### src/rtl/mem_port_arbiter_pkg.sv
// rtl/mem_port_arbiter_pkg.sv - shared encodings for the memory port arbiter
package mem_port_arbiter_pkg;
   localparam int WORD_W = 16;

   typedef enum logic [1:0] {
      ST_IDLE  = 2'd0,
      ST_ISSUE = 2'd1,
      ST_WAIT  = 2'd2,
      ST_ACK   = 2'd3
   } state_t;

   localparam logic REQ_I = 1'b0;
   localparam logic REQ_D = 1'b1;
endpackage

### src/rtl/mem_arb_pick.sv
// rtl/mem_arb_pick.sv - grant select with data priority and fetch starvation guard
module mem_arb_pick
   import mem_port_arbiter_pkg::*;
#(
   parameter int STARVE = 4
) (
   input  logic i_clk,
   input  logic i_rst,
   input  logic i_req_i,
   input  logic i_req_d,
   input  logic i_arb_en,
   output logic o_gnt_valid,
   output logic o_gnt_id
);
   localparam int CW = $clog2(STARVE + 1);

   logic [CW-1:0] r_starve;
   logic          w_starved;

   assign w_starved   = (r_starve == CW'(STARVE));
   assign o_gnt_valid = i_arb_en & (i_req_i | i_req_d);
   // Fetch wins a tie only once data has taken STARVE grants in a row over it.
   assign o_gnt_id    = (i_req_d && !(i_req_i && w_starved)) ? REQ_D : REQ_I;

   always_ff @(posedge i_clk or posedge i_rst) begin
      if (i_rst) begin
         r_starve <= '0;
      end else if (o_gnt_valid) begin
         if (o_gnt_id == REQ_I) begin
            r_starve <= '0;
         end else if (i_req_i && !w_starved) begin
            r_starve <= r_starve + 1'b1;
         end
      end
   end
endmodule

### src/rtl/mem_port_arbiter.sv
// rtl/mem_port_arbiter.sv - shares one single-ported memory between fetch and data requesters
module mem_port_arbiter
   import mem_port_arbiter_pkg::*;
#(
   parameter int WIDTH  = WORD_W,
   parameter int AWIDTH = 16,
   parameter int MEMLAT = 1,
   parameter int STARVE = 4
) (
   input  logic              clk,
   input  logic              reset,
   input  logic              req_i,
   input  logic [AWIDTH-1:0] addr_i,
   input  logic              req_d,
   input  logic              we_d,
   input  logic [AWIDTH-1:0] addr_d,
   input  logic [WIDTH-1:0]  wdata_d,
   output logic              ack_i,
   output logic              ack_d,
   output logic [WIDTH-1:0]  rdata,
   output logic              mem_en,
   output logic              mem_we,
   output logic [AWIDTH-1:0] mem_addr,
   output logic [WIDTH-1:0]  mem_wdata,
   input  logic [WIDTH-1:0]  mem_rdata,
   output logic              busy
);
   localparam int LAT_W = $clog2(MEMLAT + 1);

   state_t             r_state, w_next;
   logic [LAT_W-1:0]   r_lat;
   logic               r_id, r_we;
   logic [AWIDTH-1:0]  r_addr;
   logic [WIDTH-1:0]   r_wdata, r_rdata;
   logic               w_gnt_valid, w_gnt_id;

   mem_arb_pick #(.STARVE(STARVE)) u_pick (
      .i_clk       (clk),
      .i_rst       (reset),
      .i_req_i     (req_i),
      .i_req_d     (req_d),
      .i_arb_en    (r_state == ST_IDLE),
      .o_gnt_valid (w_gnt_valid),
      .o_gnt_id    (w_gnt_id)
   );

   always_comb begin
      w_next = r_state;
      case (r_state)
         ST_IDLE:  if (w_gnt_valid) w_next = ST_ISSUE;
         ST_ISSUE: w_next = (r_we || MEMLAT == 1) ? ST_ACK : ST_WAIT;
         ST_WAIT:  if (r_lat <= LAT_W'(1)) w_next = ST_ACK;
         ST_ACK:   w_next = ST_IDLE;
         default:  w_next = ST_IDLE;
      endcase
   end

   always_ff @(posedge clk or posedge reset) begin
      if (reset) begin
         r_state <= ST_IDLE;
         r_lat   <= '0;
         r_id    <= REQ_I;
         r_we    <= 1'b0;
         r_addr  <= '0;
         r_wdata <= '0;
         r_rdata <= '0;
      end else begin
         r_state <= w_next;
         if (r_state == ST_IDLE && w_gnt_valid) begin
            r_id <= w_gnt_id;
            if (w_gnt_id == REQ_D) begin
               r_addr  <= addr_d;
               r_we    <= we_d;
               r_wdata <= wdata_d;
            end else begin
               r_addr <= addr_i;
               r_we   <= 1'b0;
            end
         end
         if (r_state == ST_ISSUE) begin
            r_lat <= LAT_W'(MEMLAT - 1);
         end else if (r_state == ST_WAIT) begin
            r_lat <= r_lat - 1'b1;
         end
         // Read data is captured on the edge entering ACK and is zero otherwise.
         if (w_next == ST_ACK) begin
            r_rdata <= r_we ? '0 : mem_rdata;
         end else begin
            r_rdata <= '0;
         end
      end
   end

   assign busy      = (r_state != ST_IDLE);
   assign mem_en    = (r_state == ST_ISSUE);
   assign mem_we    = mem_en & r_we;
   assign mem_addr  = r_addr;
   assign mem_wdata = r_wdata;
   assign ack_i     = (r_state == ST_ACK) && (r_id == REQ_I);
   assign ack_d     = (r_state == ST_ACK) && (r_id == REQ_D);
   assign rdata     = r_rdata;
endmodule

### config.mk
export PLATFORM = sky130hd
export DESIGN_NAME = mem_port_arbiter
export DESIGN_NICKNAME = d
export VERILOG_FILES = /design/src/rtl/mem_port_arbiter_pkg.sv /design/src/rtl/mem_arb_pick.sv /design/src/rtl/mem_port_arbiter.sv
export SDC_FILE = /design/constraint.sdc
export NUM_CORES = 1
export LEC_CHECK = 0
export ABC_AREA = 1
export CAP_MARGIN = 40
export CELL_PAD_IN_SITES_DETAIL_PLACEMENT = 1
export CELL_PAD_IN_SITES_GLOBAL_PLACEMENT = 1
export CORE_ASPECT_RATIO = 0.8
export CORE_MARGIN = 3
export CORE_UTILIZATION = 30
export CTS_CLUSTER_SIZE = 12
export DETAILED_ROUTE_END_ITERATION = 8
export PLACE_DENSITY_LB_ADDON = 0.1
export SLEW_MARGIN = 20
export SYNTH_ARGS = -nofsm -noshare
export SYNTH_HDL_FRONTEND = slang
export SYNTH_HIERARCHICAL = 1
export SYNTH_SLANG_ARGS = --single-unit
### constraint.sdc
create_clock -name clk -period 2.7 [get_ports clk]
set_input_delay 0.675 -clock clk [delete_from_list [all_inputs] [get_ports clk]]
set_output_delay 0.675 -clock clk [all_outputs]
set_load 0.05 [all_outputs]
# ---- Word-level counts from Yosys, hierarchy flattened
# Index checks and enable logic that the tools add are counted.
dict set report classes {
  addsub 2
  magnitude_cmp 1
  eq_ne 6
  muxes 12
  bitwise 4
  reduce_logical 13
}
# cell n
set ops {}
lappend ops {{two-way mux 16 bit} 3}
lappend ops {{case mux 2 bit (4 select lines)} 1}
lappend ops {{== test 2 bit (second input constant)} 3}
lappend ops {{logical AND 1 bit} 6}
lappend ops {{two-way mux 3 bit} 2}
lappend ops {{two-way mux 1 bit} 4}
lappend ops {{two-way mux 2 bit} 2}
lappend ops {{AND reduction 2 bit} 2}
lappend ops {{nonzero test 2 bit} 2}
lappend ops {{adder 3 x 1 -> 3 bit (second input constant)} 1}
lappend ops {{== test 3 bit (second input constant)} 1}
lappend ops {{AND 1 bit} 2}
lappend ops {{== test 2 x 1 -> 1 bit (second input constant)} 1}
lappend ops {{zero test 1 bit} 2}
lappend ops {{zero test 2 bit} 1}
lappend ops {{inequality test 2 x 1 -> 1 bit (second input constant)} 1}
lappend ops {{<= comparator 1 bit (second input constant)} 1}
lappend ops {{inverter 1 bit} 1}
lappend ops {{OR 1 bit} 1}
lappend ops {{subtractor 1 bit (second input constant)} 1}
dict set report word_totals {
  register_bits 56
  inputBits 69
  output_inout_bits 53
  elab_cells 46
}

# ---- Logic depth before layout (Yosys ltp)
# Gate-level depths: netlist of the first run.
dict set report depth {
  ltp_word 7
  mapped_depth 10
  mapped_depth_nobuf 9
}

# ---- Cells and area by module
# Netlist of the first run, hierarchy kept.
# module instances cells_each area_per_inst_um2 seq_area_each_um2
set modules_own_cells {}
lappend modules_own_cells {mem_port_arbiter 1 253 2229.6 1301.2}
lappend modules_own_cells {mem_arb_pick 1 31 206.4 75.1}

# ---- Least setup slack after synthesis of the first run
# Ideal clock, no wire load.
dict set report synth_timing {
  kind {reg-to-output}
  startpoint {register r_state[1]}
  endpoint {output mem_we}
  t_arrival_ns 1.331
  required_ns 2.025
  slack_ns 0.694
  stages_incl_launch_ff 5
  path_buffers 0
  path_cell_list {dfrtp_1 > inv_1 > ha_1 > nand2_1 > inv_1}
}
dict set report synth_via {
  elab_chain_len 2
}
# element line_no
set synth_lines {}
lappend synth_lines {{start: declaration} mem_port_arbiter.sv:30} ;# state_t r_state, w_next;
lappend synth_lines {{start signal: assignment} mem_port_arbiter.sv:68} ;# r_state <= w_next;
lappend synth_lines {{== test 2 x 1 -> 1 bit} mem_port_arbiter.sv:95} ;# assign mem_en = (r_state == ST_ISSUE);
lappend synth_lines {{named net mem_en} mem_port_arbiter.sv:21} ;# output logic mem_en,
lappend synth_lines {{AND 1 bit} mem_port_arbiter.sv:96} ;# assign mem_we = mem_en & r_we;
lappend synth_lines {{end: declaration} mem_port_arbiter.sv:22} ;# output logic mem_we,
# The timed path passes the listed nets, and every way through them passes these cells.

# ---- Worst setup path in the final report of the first run
dict set report layout_timing {
  startpoint {register r_state[1]}
  endpoint {output mem_we}
}
dict set report layout_via {
  elab_chain_len 2
}
# element line_no
set layout_lines {}
lappend layout_lines {{== test 2 x 1 -> 1 bit} mem_port_arbiter.sv:95}
lappend layout_lines {{AND 1 bit} mem_port_arbiter.sv:96}
# No other way between the ends.

==> results of run 1 <==
-- layer usage --
metal,up-vias,GRT usage,routed length [um],share of wire
li1,1106,-,-,-
met1,1068,0.1970,3076,0.43
met2,59,0.2737,3577,0.50
met3,14,0.03946,367,0.051
met4,0,0.06156,167,0.023
met5,-,0,0,0
-- power breakdown --
part	total [mW]	switching, mW	internal, mW
clock network	0.574	0.274	0.301
logic	3.06	2.10	0.961
registers	1.39	0.187	1.21
-- flip-flops by register name (all words and copies together), names as in the netlist --
name             count
mem_addr            16
mem_wdata           16
rdata               16
u_pick/r_starve      3
r_state              2
r_id                 1
r_we                 1
-- worst max-delay path, stage by stage (launching register included) --
cell and delay [ns]:
dfrtp_1 0.41, inv_1 0.09, ha_1 0.17, nand2_1 0.06, inv_1 0.06, clkdlybuf4s50_1 0.80
-- through the flow --
stage / utilization / setup slack [ns]
global route: 0.5061 / 0.02761
floorplan: - / 0.6940
finish: 0.5061 / 0.1308
global placement: 0.4907 / 0.4086
CTS: 0.5061 / 0.09621
detailed placement: 0.4907 / 0.3486
-- path summary, 6_finish.rpt --
kind,cells after the start,slack (ns),end
worst max-delay path,5,0.13,mem_we
worst max register to register,9,0.68,mem_wdata[13]
max in group asynchronous,3,1.69,mem_addr[2]
worst min-delay path,2,0.48,mem_wdata[10]
min in group asynchronous,2,0.58,u_pick/r_starve[0]
worst min register to register,2,0.48,mem_wdata[10]
-- kinds of logic (layout without fill, tap and decap cells) --
logic type / Yosys count / after routing / synth area share
DFF: 55 / 55 / 0.5650
buffers and inverters: 47 / 166 / 0.08474
adders and majority gates: 5 / 5 / 0.02568
AOI/OAI and AO/OA: 18 / 18 / 0.05341
and+or+nand+nor: 159 / 159 / 0.2712
-- synthesized netlist by cell type (all sizes together) --
master | n | area [sq um]
nor2 | 17 | 66.32
o211ai | 16 | 120.1
buf | 10 | 65.06
ha | 5 | 62.56
inv | 33 | 126.4
o21ai | 2 | 10.00
clkbuf | 3 | 11.26
nand4 | 1 | 6.260
nand2 | 120 | 478.0
clkinv | 1 | 3.750
dfrtp | 55 | 1376
nand3 | 21 | 110.1
-- final cells by class --
| cell class | instances | area, sq um | area share |
|---|---|---|---|
| clock inverter | 2 | 35.03 | 0.009064 |
| clock buffer | 6 | 82.58 | 0.02137 |
| sequential | 55 | 1376 | 0.3561 |
| timing repair buffer | 124 | 1256 | 0.3250 |
| multi-input combinational | 182 | 853.3 | 0.2208 |
| inverter | 34 | 130.1 | 0.03367 |
| tap | 105 | 131.4 | 0.03399 |
==> metrics.yaml, run 1 <==
placement:
  place.gp.congestion: 0.7329
  place_area_sq_um: 3747
  portBuffers: 121
  dp_hpwl_um: 5343
  dp.cells: 500
floorplanning:
  die_height_um: 86.60
  std_cell_rows: 28
  die_width_um: 106.8
  io_pins: 122
  initial_core_util: 0.3190
  dieArea_sq_um: 9245
  core_sq_um: 7637
sta:
  period_share: 0.9516
  period_minus_slack_ns: 2.569
  tightestPinTransition_ns: 0.5474
  hold_viol: 0
  whs_ns: 0.4822
  max_freq_ghz: 0.3892
  rsz0062_at_grt: "no"
  setup_tns_ns: 0
  slew_headroom: 0.6339
  setup_viol: 0
  drv_slew: 0
  finClkSkew_ns: 0.007995
pwr:
  total_power_mw: 5.025
  leakagePower_nw: 1.942
  power_density_nw_per_um2: 1300
  max-vdd-ir-drop_uv: 724.0
clock_tree:
  ctsResizeCount: 0
  cts_root_buffer: "clkbuf_8"
  cts_sinks: 55
  clk_pin_slew_ns: 0.10
  cts_tree: "built"
  tritoncts.num_buffers: 5
  cts_max_path_buffers: 2
  cts_hold_buf: 0
  cts_max_level: 2
  clock_latency_ns: 0.31
  cts_setup_buffers: 0
synthesis:
  synth_cells: 284
  yosysWarnings: 6
  syn_area_per_cell_sq_um: 8.578
  synthesis.nets: 358
  synth_seq_cells: 55
  synthesis.area_sq_um: 2436
  synth-seq-area-share: 0.5650
  synth_cell_types: 22
routing:
  vias: 2247
  route.detailed.drc: 0
  drt.antenna.violating_nets: 0
  routedWlPerCell_um: 14.15
  drt_pass1_iterations: 4
  drt-total-wl_um: 7189
  viasPerCell: 4.423
  drtIter0Drc: 49
setup_path:
  startpoint: "r_state[1]"
  path_class: "flip-flop to output pin"
  required_ns: 2.03
  critPathMaxFanout: 3
  r2r_start: "r_state[0]"
  crit_path_start_kind: "flip-flop"
  crit_path_end_kind: "output pin"
  cp_data_arrival_time_ns: 1.89
global_route:
  grt-ovfl-total: 0
  grt_max_degree: 53
  grt_pass1_wl_um: 11710
  grt_use_total: 0.1602
  antenna_found_initial: 0
  grt_pass1_vias: 2352
min_path:
  hp-class: "flip-flop to flip-flop"
  hold_start: "mem_wdata[10]"
finish:
  final.fill_count: 889
  fin_cells: 508
  n_antenna_cell: 0
  layout_commonest_cell: "clkdlybuf4s50_1"
  layout_common_cells: "clkdlybuf4s50_1, nand2_1, dfrtp_1"
  nets: 476
  drive_above_1_share: 0.05459
  syn_to_final_growth_pct: 58.65
  post-route-cell-area_sq_um: 3865
flow_run:
  maxCapViolations: 0
status:
  status: "finished clean"
No activity file was read; power rests on OpenSTA's default activity.
==> inputs of run 2 (changes only) <==
--- a/config.mk
+++ b/config.mk
@@ -10,7 +10,7 @@
 export CELL_PAD_IN_SITES_DETAIL_PLACEMENT = 1
 export CELL_PAD_IN_SITES_GLOBAL_PLACEMENT = 1
 export CORE_ASPECT_RATIO = 0.8
-export CORE_MARGIN = 3
+export CORE_MARGIN = 1.5
 export CORE_UTILIZATION = 30
 export CTS_CLUSTER_SIZE = 12
 export DETAILED_ROUTE_END_ITERATION = 8
==> metrics.yaml, run 2 (synthesized netlist as in run 1, its figures left out) <==
floorplanning:
  core_sq_um: 7910
  die_width_um: 103.8
  io_pins: 122
  die_height_um: 83.60
  initial_core_util: 0.3080
  dieArea_sq_um: 8674
  std_cell_rows: 29
finish:
  layout_common_cells: "clkdlybuf4s50_1, nand2_1, dfrtp_1"
  drive_above_1_share: 0.05679
  n_antenna_cell: 0
  nets: 478
  layout_commonest_cell: "clkdlybuf4s50_1"
  syn_to_final_growth_pct: 58.76
placement:
  dp_hpwl_um: 5306
  portBuffers: 121
  place.gp.congestion: 0.7226
  place_ws_ns: 0.3677
global_route:
  grt-ovfl-total: 0
  grt_use_total: 0.1708
  grt_pass1_vias: 2488
  grt_pass1_wl_um: 11920
  antenna_found_initial: 0
  grt_max_degree: 51
sta:
  hold_viol: 0
  finClkSkew_ns: 0.006181
  drv_slew: 0
  fin_ws_ns: 0.1359
  tightestPinTransition_ns: 0.5314
  slew_headroom: 0.6446
  period_minus_slack_ns: 2.564
  setup_tns_ns: 0
  rsz0062_at_grt: "no"
  max_freq_ghz: 0.3900
  setup_viol: 0
  period_share: 0.9497
flow_run:
  maxCapViolations: 0
setup_path:
  required_ns: 2.03
  ff2ff_setup_slack_ns: 0.79
  crit_path_start_kind: "flip-flop"
  slowest_delay_ns: 0.79
  path_class: "flip-flop to output pin"
  critPathMaxFanout: 3
  cp_data_arrival_time_ns: 1.89
  crit_slowest_cell: "clkdlybuf4s50_1"
  reg2regPathDepth: 10
  crit_top_cell: "inv_1"
  crit_path_end_kind: "output pin"
  cp_cell_sequence: "inv_1, ha_1, nand2_1, inv_1, clkdlybuf4s50_1"
routing:
  drt-total-wl_um: 7087
  drtIter0Drc: 55
  route.detailed.drc: 0
  drt.antenna.violating_nets: 0
  vias: 2234
  viasPerCell: 4.355
  routedWlPerCell_um: 13.81
  drt_pass1_iterations: 4
clock_tree:
  cts_hold_buf: 0
  cts_max_path_buffers: 2
  cts_setup_buffers: 0
  cts_sinks: 55
  clock_latency_ns: 0.30
  cts_max_level: 2
  cts_tree: "built"
  tritoncts.num_buffers: 5
  cts_root_buffer: "clkbuf_8"
  ctsResizeCount: 0
  clk_pin_slew_ns: 0.10
pwr:
  leakagePower_nw: 1.939
  max-vdd-ir-drop_uv: 573.2
  power_density_nw_per_um2: 1285
status:
  status: "finished clean"
min_path:
  hp-class: "flip-flop to flip-flop"
  min_path_cells: 2
==> run 2: cell types whose count changed in the layout (fill, tap and decap cells not counted) <==
cell / change
clkdlybuf4s50_1: +1
clkinv_4: +1
clkinvlp_4: +1
buf_4: +1
bufinv_16: -1
clkinv_2: -1
==> run 2: path summary, 6_finish.rpt <==
path | startpoint | endpoint
setup / recovery | r_state[1] | mem_we
hold / removal | mem_wdata[14] | mem_wdata[14]
max in group asynchronous | reset | rdata[6]
setup reg to reg | r_state[1] | mem_wdata[7]
hold reg to reg | mem_wdata[14] | mem_wdata[14]
min in group asynchronous | reset | u_pick/r_starve[1]
==> run 2: final cells by class <==
cell class | count | area, sq um
Fill cell | 968 | 4043
Sequential cell | 55 | 1376
Timing Repair Buffer | 126 | 1274
Multi-Input combinational cell | 182 | 853.3
Tap cell | 108 | 135.1
Inverter | 34 | 130.1
Clock buffer | 6 | 82.58
Clock inverter | 2 | 16.27
==> run 2: per-layer routing <==
layer | vias to the layer above | wire, um | share of wire | global-route usage
met1 | 1069 | 3170 | 0.45 | 0.2010
met3 | 4 | 353 | 0.050 | 0.04450
met4 | 0 | 82 | 0.012 | 0.03914
li1 | 1109 | - | - | -
met2 | 52 | 3480 | 0.49 | 0.3127
met5 | - | 0 | 0 | 0
==> run 2: power by group <==
| part | switching, mW | total [mW] | internal (mW) |
|---|---|---|---|
| Combinational | 2.10 | 3.08 | 0.976 |
| Sequential | 0.196 | 1.40 | 1.21 |
| Clock | 0.282 | 0.492 | 0.210 |
==> run 2: per-stage QoR <==
step                utilization  power, mW  cell area [sq um]  hold WS, ns  cells
CTS                      0.4889      5.050               3867       0.4838    513
finish                   0.4889      4.970               3867       0.4833    513
global placement         0.4764      4.482               3769       0.4558    505
detailed placement       0.4764      4.543               3769       0.4591    505
floorplan                     -      3.461               2436       0.4286    284
global route             0.4889      5.284               3867       0.5232    513
==> run 2: worst max-delay path, delay by kind of cell, from the launching register on <==
| kind | cells | cell delay, ns |
|---|---|---|
| adders and majority gates | 1 | 0.17 |
| DFF | 1 | 0.42 |
| and+or+nand+nor | 1 | 0.06 |
| buffers and inverters | 3 | 0.94 |
